--- config.mk ---
export PLATFORM = sky130hd
export DESIGN_NAME = brick_collision_flat
export DESIGN_NICKNAME = d
export VERILOG_FILES = /design/src/rtl/brick_collision_pkg.sv /design/src/rtl/brick_collision_if.sv /design/src/rtl/brick_overlap.sv /design/src/rtl/brick_collision.sv /design/src/flat_wrapper.sv
export SDC_FILE = /design/constraint.sdc
export NUM_CORES = 1
export LEC_CHECK = 0
export BUFFER_PORTS_ARGS = -buffer_cell sky130_fd_sc_hd__clkbuf_2
export CAP_MARGIN = 20
export CORE_MARGIN = 5
export CORE_UTILIZATION = 25
export DETAILED_ROUTE_END_ITERATION = 6
export PLACE_DENSITY = 0.37
export SETUP_SLACK_MARGIN = 0.4
export SLEW_MARGIN = 5
export SYNTH_ARGS = -nofsm -noshare
export SYNTH_HDL_FRONTEND = slang
export SYNTH_SLANG_ARGS = --single-unit
--- constraint.sdc ---
create_clock -name pxl_clk -period 4.9 [get_ports pxl_clk]
set_clock_uncertainty 0.2 [all_clocks]
set_input_delay 0.735 -clock pxl_clk [delete_from_list [all_inputs] [get_ports pxl_clk]]
set_output_delay 0.735 -clock pxl_clk [all_outputs]
set_load 0.1 [all_outputs]
--- src/rtl/brick_collision_pkg.sv ---
// Shared brick-wall geometry, FSM state codes and coordinate helpers for the
// brick collision block and anything else that draws or tests the wall.
package brick_collision_pkg;

  localparam int BRICK_COLS = 8;
  localparam int BRICK_ROWS = 4;
  localparam int N_BRICKS   = BRICK_COLS * BRICK_ROWS;
  localparam int IDX_W      = $clog2(N_BRICKS);
  localparam int BRICK_W    = 64;
  localparam int BRICK_H    = 16;
  localparam int WALL_X0    = 64;
  localparam int WALL_Y0    = 48;
  localparam int BALL_R     = 8;
  localparam int PADDLE_Y   = 440;
  localparam int PADDLE_H   = 8;
  localparam int PADDLE_HW  = 32;

  // Scan sequencer states.
  localparam logic [2:0] ST_IDLE   = 3'd0;
  localparam logic [2:0] ST_SETTLE = 3'd1;
  localparam logic [2:0] ST_SCAN   = 3'd2;
  localparam logic [2:0] ST_PADDLE = 3'd3;
  localparam logic [2:0] ST_REPORT = 3'd4;

  // Which bounce the ball controller must take this frame.
  typedef enum logic [1:0] {
    KIND_NONE = 2'd0,
    KIND_H    = 2'd1,
    KIND_V    = 2'd2
  } hit_kind_t;

  // Signed screen coordinate, wide enough that neither pos-R nor pos+R wraps.
  typedef logic signed [11:0] coord_t;

  localparam coord_t C_BALL_R       = coord_t'(BALL_R);
  localparam coord_t C_BRICK_W      = coord_t'(BRICK_W);
  localparam coord_t C_BRICK_H      = coord_t'(BRICK_H);
  localparam coord_t C_PADDLE_Y     = coord_t'(PADDLE_Y);
  localparam coord_t C_PADDLE_BOT   = coord_t'(PADDLE_Y + PADDLE_H);
  localparam coord_t C_PADDLE_REACH = coord_t'(PADDLE_HW + BALL_R);

  function automatic coord_t to_coord(input logic [9:0] v);
    return coord_t'({2'b00, v});
  endfunction

endpackage

--- src/rtl/brick_collision_if.sv ---
// Signal bundle between the ball controller / renderer side and the brick
// collision block.
interface brick_collision_if;
  import brick_collision_pkg::*;

  logic                vsync;
  logic [9:0]          ball_x;
  logic [9:0]          ball_y;
  logic [9:0]          paddle_x;
  logic                new_game;
  logic                h_collision;
  logic                v_collision;
  logic [N_BRICKS-1:0] brick_alive;
  logic [7:0]          score;
  logic                all_cleared;
  logic                busy;

  modport master (
    output vsync, ball_x, ball_y, paddle_x, new_game,
    input  h_collision, v_collision, brick_alive, score, all_cleared, busy
  );

  modport slave (
    input  vsync, ball_x, ball_y, paddle_x, new_game,
    output h_collision, v_collision, brick_alive, score, all_cleared, busy
  );
endinterface

--- src/rtl/brick_overlap.sv ---
// Combinational test of the ball bounding box against one brick, chosen by
// its linear index (row*COLS + col).
module brick_overlap
  import brick_collision_pkg::*;
(
  input  logic [9:0]       bx,
  input  logic [9:0]       by,
  input  logic [IDX_W-1:0] idx,
  output logic             overlap,
  output logic             center_in_x
);

  int     col_i;
  int     row_i;
  coord_t x0, x1, y0, y1, sx, sy;

  // Derive brick bounds from the index and compare against the ball box.
  always_comb begin
    col_i = int'(idx) % BRICK_COLS;
    row_i = int'(idx) / BRICK_COLS;
    x0 = coord_t'(WALL_X0 + col_i * BRICK_W);
    y0 = coord_t'(WALL_Y0 + row_i * BRICK_H);
    x1 = x0 + C_BRICK_W;
    y1 = y0 + C_BRICK_H;
    sx = to_coord(bx);
    sy = to_coord(by);
    overlap = (sx + C_BALL_R > x0) && (sx - C_BALL_R < x1) &&
              (sy + C_BALL_R > y0) && (sy - C_BALL_R < y1);
    // Ball centre within the brick's columns means it came in from above/below.
    center_in_x = (sx >= x0) && (sx < x1);
  end

endmodule

--- src/rtl/brick_collision.sv ---
// Brick wall state, score and per-frame collision scan. One brick is tested
// per pixel clock after each vsync rise, then the paddle, then a single
// one-cycle bounce pulse is reported to the ball controller.
module brick_collision
  import brick_collision_pkg::*;
(
  input  logic        pxl_clk,
  input  logic        reset_n,
  brick_collision_if.slave bus
);

  logic [2:0]          state;
  logic                vsync_d;
  logic                rise;
  logic [9:0]          bx, by, px, prev_y;
  logic [IDX_W-1:0]    idx;
  hit_kind_t           kind;
  logic [N_BRICKS-1:0] alive;
  logic [7:0]          score;
  logic                all_clr;
  logic                h_col, v_col;
  logic                overlap, center_in_x;
  logic                paddle_hit;
  coord_t              dx_c, dx_abs, dy_c;

  assign rise = bus.vsync & ~vsync_d;

  brick_overlap u_overlap (
    .bx          (bx),
    .by          (by),
    .idx         (idx),
    .overlap     (overlap),
    .center_in_x (center_in_x)
  );

  // Paddle hit: ball moving down and its box touching the paddle strip.
  always_comb begin
    dx_c   = to_coord(bx) - to_coord(px);
    dx_abs = dx_c[11] ? -dx_c : dx_c;
    dy_c   = to_coord(by);
    paddle_hit = (by > prev_y) &&
                 (dy_c + C_BALL_R >= C_PADDLE_Y) &&
                 (dy_c - C_BALL_R < C_PADDLE_BOT) &&
                 (dx_abs < C_PADDLE_REACH);
  end

  // Frame sequencer, wall/score state and registered bounce pulses.
  always_ff @(posedge pxl_clk or negedge reset_n) begin
    if (!reset_n) begin
      state   <= ST_IDLE;
      vsync_d <= 1'b0;
      bx      <= '0;
      by      <= '0;
      px      <= '0;
      prev_y  <= '0;
      idx     <= '0;
      kind    <= KIND_NONE;
      alive   <= '1;
      score   <= '0;
      all_clr <= 1'b0;
      h_col   <= 1'b0;
      v_col   <= 1'b0;
    end else begin
      vsync_d <= bus.vsync;
      h_col   <= 1'b0;
      v_col   <= 1'b0;
      all_clr <= (alive == '0);
      if (bus.new_game) begin
        // Restart wins over any scan in flight; no pulse for the aborted frame.
        alive   <= '1;
        score   <= '0;
        all_clr <= 1'b0;
        state   <= ST_IDLE;
      end else begin
        case (state)
          ST_IDLE: begin
            if (rise) state <= ST_SETTLE;
          end
          ST_SETTLE: begin
            // Ball moved on the rise cycle; its position is stable now.
            bx    <= bus.ball_x;
            by    <= bus.ball_y;
            px    <= bus.paddle_x;
            kind  <= KIND_NONE;
            idx   <= '0;
            state <= ST_SCAN;
          end
          ST_SCAN: begin
            if (kind == KIND_NONE && alive[idx] && overlap) begin
              alive[idx] <= 1'b0;
              if (score != 8'hFF) score <= score + 8'd1;
              kind <= center_in_x ? KIND_V : KIND_H;
            end
            if (idx == IDX_W'(N_BRICKS - 1)) state <= ST_PADDLE;
            else idx <= idx + 1'b1;
          end
          ST_PADDLE: begin
            v_col  <= (kind == KIND_V) || (kind == KIND_NONE && paddle_hit);
            h_col  <= (kind == KIND_H);
            prev_y <= by;
            state  <= ST_REPORT;
          end
          ST_REPORT: begin
            state <= ST_IDLE;
          end
          default: state <= ST_IDLE;
        endcase
      end
    end
  end

  assign bus.h_collision = h_col;
  assign bus.v_collision = v_col;
  assign bus.brick_alive = alive;
  assign bus.score       = score;
  assign bus.all_cleared = all_clr;
  assign bus.busy        = (state != ST_IDLE);

endmodule

--- src/flat_wrapper.sv ---
// flat-port wrapper written by rule: the top's interface ports become plain ports
module brick_collision_flat import brick_collision_pkg::*;
  (pxl_clk, reset_n, bus_vsync, bus_ball_x, bus_ball_y, bus_paddle_x, bus_new_game, bus_h_collision, bus_v_collision, bus_brick_alive, bus_score, bus_all_cleared, bus_busy);
  brick_collision_if bus_i ();
  input  logic pxl_clk;
  input  logic reset_n;
  input wire logic [$bits(bus_i.vsync)-1:0] bus_vsync;
  input wire logic [$bits(bus_i.ball_x)-1:0] bus_ball_x;
  input wire logic [$bits(bus_i.ball_y)-1:0] bus_ball_y;
  input wire logic [$bits(bus_i.paddle_x)-1:0] bus_paddle_x;
  input wire logic [$bits(bus_i.new_game)-1:0] bus_new_game;
  output wire logic [$bits(bus_i.h_collision)-1:0] bus_h_collision;
  output wire logic [$bits(bus_i.v_collision)-1:0] bus_v_collision;
  output wire logic [$bits(bus_i.brick_alive)-1:0] bus_brick_alive;
  output wire logic [$bits(bus_i.score)-1:0] bus_score;
  output wire logic [$bits(bus_i.all_cleared)-1:0] bus_all_cleared;
  output wire logic [$bits(bus_i.busy)-1:0] bus_busy;
  assign bus_i.vsync = bus_vsync;
  assign bus_i.ball_x = bus_ball_x;
  assign bus_i.ball_y = bus_ball_y;
  assign bus_i.paddle_x = bus_paddle_x;
  assign bus_i.new_game = bus_new_game;
  assign bus_h_collision = bus_i.h_collision;
  assign bus_v_collision = bus_i.v_collision;
  assign bus_brick_alive = bus_i.brick_alive;
  assign bus_score = bus_i.score;
  assign bus_all_cleared = bus_i.all_cleared;
  assign bus_busy = bus_i.busy;
  brick_collision u_core (.pxl_clk(pxl_clk), .reset_n(reset_n), .bus(bus_i));
endmodule
# ---- Word level (Yosys, flattened, before mapping)
# Index checks and enable logic that the tools add are counted.
dict set report totals {
  register_bits 94
  input_bits 34
  out_inout_bits 44
  elab_cells 106
}
dict set report op_classes {
  n_addsub 12
  n_lt_le_gt_ge 12
  n_eq_ne 11
  n_mux 26
  n_bitwise 5
  n_reduce_logical 27
}
# op count
set ops {}
lappend ops {{$mux W32} 3}
lappend ops {{$and A32 B32 Y32} 1}
lappend ops {{$logic_not A32 Y1} 1}
lappend ops {{$mux W8} 4}
lappend ops {{$not A32 Y32} 1}
lappend ops {{$add A10 B4 Y11 const B} 2}
lappend ops {{$sub A10 B4 Y11 const B} 2}
lappend ops {{$ge A12 B10 Y1 const B} 1}
lappend ops {{$gt A12 B8 Y1} 1}
lappend ops {{$lt A11 B12 Y1} 1}
lappend ops {{$lt A12 B10 Y1 const B} 1}
lappend ops {{$lt A12 B7 Y1 const B} 1}
lappend ops {{$lt A12 B9 Y1} 1}
lappend ops {{$mux W12} 1}
lappend ops {{$neg A12 Y12} 1}
lappend ops {{$pmux W3 S4} 1}
lappend ops {{$add A10 B7 Y11 const B} 1}
lappend ops {{$gt A11 B10 Y1} 1}
lappend ops {{$logic_and A1 B1 Y1} 11}
lappend ops {{$lt A10 B11 Y1} 1}
lappend ops {{$sub A10 B10 Y11} 1}
lappend ops {{$add A7 B9 Y10 const A} 1}
lappend ops {{$ge A10 B10 Y1} 1}
lappend ops {{$gt A10 B10 Y1} 1}
lappend ops {{other kinds (32)} 52}

# ---- Depth between registers and ports, before layout
# Gate-level depths: netlist of the first run.
dict set report depth {
  word_depth 10
  mapped_depth 15
  depth_no_buf 14
}

# ---- Cells and area by module
# From an unflattened synthesis of the first run, not the netlist that was laid out.
dict set report hier_totals {
  hier_cells 621
  area_unflattened_um2 6044.5
}
# module n_inst cells_per_inst area_each_um2 seq_area_each_um2
set by_module_without_submodules {}
lappend by_module_without_submodules {brick_collision 1 500 5069.9 2392.3}
lappend by_module_without_submodules {brick_overlap 1 121 974.7 0.0}

# ---- Least setup slack after synthesis of the first run
# No wires, ideal clock.
dict set report synth_path {
  path_type {register -> register}
  from {register u_core.idx[0]}
  to {register u_core.score[5], in the netlist u_core.bus.score[5]}
  setup_ns 0.125
  arrival_time_ns 3.578
  t_required_ns 4.575
  setup_slack_ns 0.997
  path_stages_with_launch 15
  path_buffers 2
  period_less_slack_ns 3.903
  cell_sequence {dfrtp_1 buf_6 buf_12 inv_1 ha_1 inv_1 o31a_1 ha_1 a211oi_1 a211oi_1 a311o_1 a2111oi_4 nand3_4 or3_1 mux2_4}
}
dict set report synth_via {
  elab_chain_cells 9
  elab_cells_between_ends 13
  classes_between {2 x add/sub; 2 x order compare; 2 x mux; 7 x reduce/logical}
}
# element line_no
set synth_lines {}
lappend synth_lines {{start: declaration} brick_collision.sv:16} ;# logic [IDX_W-1:0] idx;
lappend synth_lines {{start signal: assignment} brick_collision.sv:95} ;# else idx <= idx + 1'b1;
lappend synth_lines {{$add A7 B9 Y10} brick_overlap.sv:21} ;# x0 = coord_t'(WALL_X0 + col_i * BRICK_W);
lappend synth_lines {{$add A10 B7 Y11} brick_overlap.sv:23} ;# x1 = x0 + C_BRICK_W;
lappend synth_lines {{$lt A11 B12 Y1} brick_overlap.sv:27} ;# overlap = (sx + C_BALL_R > x0) && (sx - C_BALL_R < x1) &&
lappend synth_lines {{$logic_and A1 B1 Y1 (2 in a row)} brick_overlap.sv:27}
lappend synth_lines {{$logic_and A1 B1 Y1} brick_overlap.sv:28} ;# (sy + C_BALL_R > y0) && (sy - C_BALL_R < y1);
lappend synth_lines {{$logic_and A1 B1 Y1 (*)} brick_collision.sv:89} ;# if (kind == KIND_NONE && alive[idx] && overlap) begin
lappend synth_lines {{$reduce_bool A2 Y1 (no source line) (*)} --}
lappend synth_lines {{$reduce_and A3 Y1 (no source line) (*)} --}
lappend synth_lines {{end signal: assignment} brick_collision.sv:91} ;# if (score != 8'hFF) score <= score + 8'd1;
lappend synth_lines {{end: declaration} brick_collision.sv:19} ;# logic [7:0] score;
# Every way passes the cells marked *; elsewhere a longest branch is shown, timed or not. The select of a mux whose other input is x is not followed.
# A chain may end at the register's enable or synchronous reset.

# ---- Worst setup path after layout of the first run
dict set report layout_path {
  from {register u_core.idx[1]}
  to {register u_core.score[5], in the netlist u_core.bus.score[5]}
}
# Same word-level chain as after synthesis.

==> results.md, run 1 <==
- Die area: 28,200 um^2
- Resized Gates After CTS: 0
- I/O pin total: 78
- Area growth from synthesis to layout: 16.1%
- Max-slew violation count: 0
- CP endpoint kind: flop
- DP HPWL: 13.4 mm
- R2R setup slack: 0.90 ns
- Fraction of layout cells with a size suffix above 1: 23.1%
- Chip width: 168 um
- Worst hold slack: 0.286 ns
- First-pass GRT wire length: 28.8 mm
- Startpoint types: flop
- Placed inst area: 6930 um^2
- Pin count of the biggest net entering global routing: 68
- VDD IR max: 148 uV
- Worst skew pair latency: 0.37 ns
- DRC Markers: 0
- Post-Synthesis Cell Area: 6240 um^2
- # rows: 57
- Post-route ant nets: 0
- Post-Syn Instances: 658
- Total wire length: 17.9 mm
- Post-synthesis sequential area ratio: 38.3%
- HP Class: primary input to async pin
- Crit path time final: 4.00 ns
- Total power: 3.08 mW
- Maxcap violations: 0
- Clock sinks: 94
- Vias/cell: 4.83
- Final setup viols: 0
- Total global-route track usage: 12.8%
- # hold bufs at CTS: 0
- Yosys reg bits: 94
- Vias in the first global route: 5,037
- Port Buffers: 77
- Post-Syn Nets: 750
- Final hold violations: 0
- Avg Inst Size Synth: 9.48 um^2
- Worst endpoint required time: 4.95 ns
- Crit path DAT: 4.05 ns
- GPL Wtd Cong: 0.831
- Remaining global-route overflow: 0
- WS Path Type: flop to flop
- Worst slew pin tran: 0.999 ns
- Wire length per cell: 17.0 um
- Die Y: 168 um
- Fraction of registers with async set/reset: 100%
- Post-synth EDFFs: 0
- Clock root buffer: clkbuf_16
- Setup tns final: 0 ns
- Starting Density: 25.5%
- Initial antenna violation count: 0
- RSZ-0062 raised after global routing: false
- Commonest cells after routing, fill and taps aside: clkbuf_2 (76), nor2_1 (64), dfrtp_1 (62)
- Worst-path maximum fanout: 7
- PwrDens: 425 nW/um^2
- Dominant synthesized flop cell: dfrtp_1
- Core Area: 24,500 um^2
- Ant diodes: 0
- Drt first pass iters: 4
- Ys Warns: 0
- DR vias: 5,071
- H-tree depth: 3
- Clock Tree Buf Depth: 2
- Design area: 7240 um^2
- Fmax: 250 MHz
- Slew headroom: 33.2%
- Final Net Count: 813
- Iteration-0 DRC Markers: 241
- CTS clk-pin slew, worst paths: 0.08 ns
- Post-CTS setup repair buffer count: 0
- Status: completed
- CTS tree: yes
- CTS buffer count: 9
- Final Cycle Share: 81.6%
- Distinct cells, synth: 72
- Leak: 3.07 nW
- Commonest non-fill, non-tap cell in the layout: clkbuf_2
Yosys cell counts (6+ instances only):
cell type	n	area, um^2
nand2_1	56	210
mux2_2	15	169
nand2b_1	6	37.5
nor3b_1	7	52.6
nand3b_1	7	52.6
nand3_1	17	85.1
dfstp_2	32	841
a21oi_1	50	250
nor2_1	65	244
a211oi_1	8	60.1
buf_2	6	30.0
o21ai_0	44	220
xnor2_1	11	96.3
or3_1	9	56.3
inv_1	44	165
dfrtp_1	62	1550
nor4_1	10	62.6
nor2b_1	7	43.8
xor2_1	13	114
clkbuf_1	19	71.3
ha_1	57	713
nor3_1	10	50.1
worst max-delay path, stage by stage, from the launching register on:
cell and delay, ns:
dfrtp_1 0.46, ha_1 0.36, xor2_1 0.25, inv_1 0.12
o31a_1 0.28, ha_1 0.30, a211oi_1 0.24, a211oi_1 0.12
a311o_1 0.39, a2111oi_4 0.37, nand3_4 0.14, or3_1 0.36
mux2_4 0.30
state kept, by name (all words and copies together) (netlist names):
register	cells
u_core.bus.all_cleared	1
u_core.bus.brick_alive	32
u_core.bus.h_collision	1
u_core.bus.score	8
u_core.bus.v_collision	1
u_core.bx	10
u_core.by	10
u_core.idx	5
u_core.kind	2
u_core.prev_y	10
u_core.px	10
u_core.state	3
u_core.vsync_d	1
power by group:
part / leakage [nW] / switching (mW) / internal, mW / total [mW]
Sequential: 1.11 / 0.172 / 0.877 / 1.05
Combinational: 1.81 / 0.731 / 0.567 / 1.30
Clock: 0.151 / 0.363 / 0.366 / 0.729
Total: 3.07 / 1.27 / 1.81 / 3.08
cell families (layout without fill, tap and decap cells):
family | after synthesis | in the layout | share of synthesized area (%)
AND/OR/NAND/NOR | 224 | 224 | 18.3
AO/OA/AOI/OAI | 149 | 149 | 15.0
flip-flops | 94 | 94 | 38.3
buffers and inverters | 77 | 145 | 5.31
adder cells (fa/ha/maj) | 58 | 58 | 11.8
multiplexers | 32 | 32 | 7.90
XOR/XNOR | 24 | 24 | 3.37
through the flow:
| step | setup WS (ns) | utilization (%) | cells |
|---|---|---|---|
| 4_1_cts | 0.863 | 29.6 | 1050 |
| 2_1_floorplan | 0.997 | - | 658 |
| 5_1_grt | 0.633 | 29.6 | 1050 |
| 3_5_place_dp | 0.897 | 28.3 | 1034 |
| 6_report | 0.901 | 29.6 | 1050 |
| 3_3_place_gp | 0.961 | 28.3 | 1034 |
layer usage:
metal | GRT usage, % | vias to the layer above | wire [um]
met5 | 0 | - | 0
met4 | 3.14 | 0 | 189
met3 | 2.77 | 13 | 766
met2 | 20.4 | 124 | 8390
met1 | 17.7 | 2465 | 8520
li1 | - | 2469 | -
worst paths after layout:
check,startpoint,end,depth (start not counted)
worst max-delay path,u_core.idx[1],u_core.bus.score[5],12
worst min-delay path,reset_n,u_core.prev_y[4],1
worst max register to register,u_core.idx[1],u_core.bus.score[5],12
worst min register to register,u_core.bus.brick_alive[28],u_core.bus.brick_alive[28],2
max in group asynchronous,reset_n,u_core.px[4],2
min in group pxl_clk,bus_vsync,u_core.vsync_d,1
area by class of cell:
type	count	area, um^2
multi-input combinational	487	3520
timing repair buffer	84	440
inverter	45	169
fill	2584	17200
clock inverter	7	86.3
tap	324	405
sequential	94	2390
clock buffer	9	225
Note: power is estimated with default switching activity, not from simulation.
==> run 2, diff against run 1 <==
- PLACE_DENSITY: 0.37 -> 0.38
- clock period: 4.9 -> 3.4 ns (I/O delays scaled with it)
==> results.md, run 2 (synthesis gave the netlist of run 1 again) <==
- PwrDens: 627 nW/um^2
- Maxcap violations: 0
- I/O pin total: 78
- Wire length per cell: 16.7 um
- Gate power share: 50.0%
- GPL Wtd Cong: 0.765
- Vias/cell: 4.73
- Total wire length: 18.8 mm
- DP HPWL: 14.3 mm
- Ant diodes: 0
- Met3 routed WL: 664 um
- CTS clk-pin slew, worst paths: 0.08 ns
- Initial antenna violation count: 0
- Dpl ws: -0.415 ns
- Metal-1 WL: 9.11 mm
- Max-slew violation count: 0
- Iteration-0 DRC Markers: 194
- Worst slew pin tran: 0.922 ns
- Worst-path maximum fanout: 4
- Starting Density: 25.5%
- Switching pwr: 2.00 mW
- Net Sw Frac: 39.9%
- Met2 wire length: 8.69 mm
- Total global-route track usage: 13.4%
- Drt first pass iters: 4
- Commonest non-fill, non-tap cell in the layout: buf_4
- Clock Tree Buf Depth: 2
- Pin count of the biggest net entering global routing: 54
- CTS tree: yes
- Fraction of layout cells with a size suffix above 1: 33.6%
- Die Y: 168 um
- RSZ-0062 raised after global routing: true
- # rows: 57
- Vias in the first global route: 5,490
- Leak: 3.48 nW
- Top sig layer: met4
- CTS buffer count: 9
- Clock sinks: 94
- Commonest cells after routing, fill and taps aside: buf_4 (77), clkbuf_2 (76), nor2_1 (64)
- DR vias: 5,310
- Post-route ant nets: 0
- HP Class: primary input to flop
- Remaining global-route overflow: 0
- Max reg flops: 32
- First-pass GRT wire length: 30.5 mm
- H-tree depth: 3
- Setup tns final: -0.288 ns
- Core Area: 24,500 um^2
- Crit path time final: 3.51 ns
- Area growth from synthesis to layout: 28.3%
- Slew headroom: 38.4%
- Worst endpoint required time: 3.45 ns
- Final setup viols: 4
- Power share of the clock group: 22.2%
- Fmax: 285 MHz
- Clock root buffer: clkbuf_16
- Internal power: 3.02 mW
- Chip width: 168 um
- Worst Setup Slack, final: -0.108 ns
- Worst skew pair latency: 0.36 ns
- Port Buffers: 77
- Final Cycle Share: 103%
- Failing checks: setup timing
- WS Path Type: flop to flop
- Final hold violations: 0
- Startpoint types: flop
- Final Net Count: 885
- Status: complete, but fails checks
- Die area: 28,200 um^2
- DRC Markers: 0
- Part of the power in registers: 27.8%
- VDD IR max: 244 uV
- Crit path DAT: 3.56 ns
- CP endpoint kind: flop
## run 2: layout make-up
type | count | area [um^2]
Clock buffer | 10 | 250
Tap cell | 324 | 405
Timing Repair Buffer | 156 | 1000
Multi-Input combinational cell | 487 | 3710
Fill cell | 2519 | 16500
Inverter | 45 | 176
Clock inverter | 6 | 72.6
Sequential cell | 94 | 2390
## run 2: final timing paths
kind                                             to  slack [ns]  cells past startpoint             start
worst max-delay path            u_core.bus.score[5]       -0.11                     13     u_core.idx[0]
worst min-delay path                 u_core.vsync_d        0.08                      1         bus_vsync
worst max register to register  u_core.bus.score[5]       -0.11                     13     u_core.idx[0]
worst min register to register     u_core.prev_y[0]        0.31                      2  u_core.prev_y[0]
max in group asynchronous       u_core.bus.score[2]        1.81                      3           reset_n
min in group asynchronous              u_core.by[9]        0.42                      2           reset_n
## run 2: power groups by stage
stage	combinational (mW)	clock, mW	sequential [mW]
6_report	2.51	1.11	1.40
5_1_grt	2.82	1.19	1.42
4_1_cts	2.48	1.17	1.40
3_5_place_dp	2.32	0	1.42
3_3_place_gp	2.29	0	1.41
2_1_floorplan	1.55	0	1.40
## run 2: layer usage
metal | vias up | GRT usage [%]
met4 | 0 | 3.46
met2 | 94 | 21.8
met5 | - | 0
met1 | 2578 | 18.4
li1 | 2621 | -
met3 | 17 | 2.67
## run 2: critical path: stages (launching register included)
cell and delay [ns]:
dfrtp_1 0.40, ha_2 0.22, xor2_2 0.18, inv_1 0.07, o31a_1 0.33, ha_4 0.26
a211oi_2 0.20, a211oi_2 0.10, a311o_1 0.34, a2111oi_4 0.20, buf_4 0.19, nand3_4 0.08
or3_4 0.33, mux2_4 0.30
## run 2: what timing repair did
| item | CTS | global route |
|---|---|---|
| hold endpoints to repair | 14 | 0 |
| buffers inserted | 8 | 2 |
| endpoints found under the setup margin | 43 | 43 |
| gates resized for setup | 21 | 10 |
| pin swaps | 12 | 10 |
| hold buffers | 1 | 0 |
## run 2: stage by stage
step / util [%] / hold slack, ns / std cells / power (mW) / instance area, um^2
floorplan: - / 0.0144 / 658 / 2.95 / 6270
finish: 32.7 / 0.0760 / 1122 / 5.02 / 8000
detailed placement: 30.4 / 0.274 / 1095 / 3.74 / 7430
global route: 32.7 / 0.0610 / 1122 / 5.44 / 8000
CTS: 32.4 / 0.0623 / 1120 / 5.04 / 7930
global placement: 30.4 / 0.269 / 1095 / 3.70 / 7430
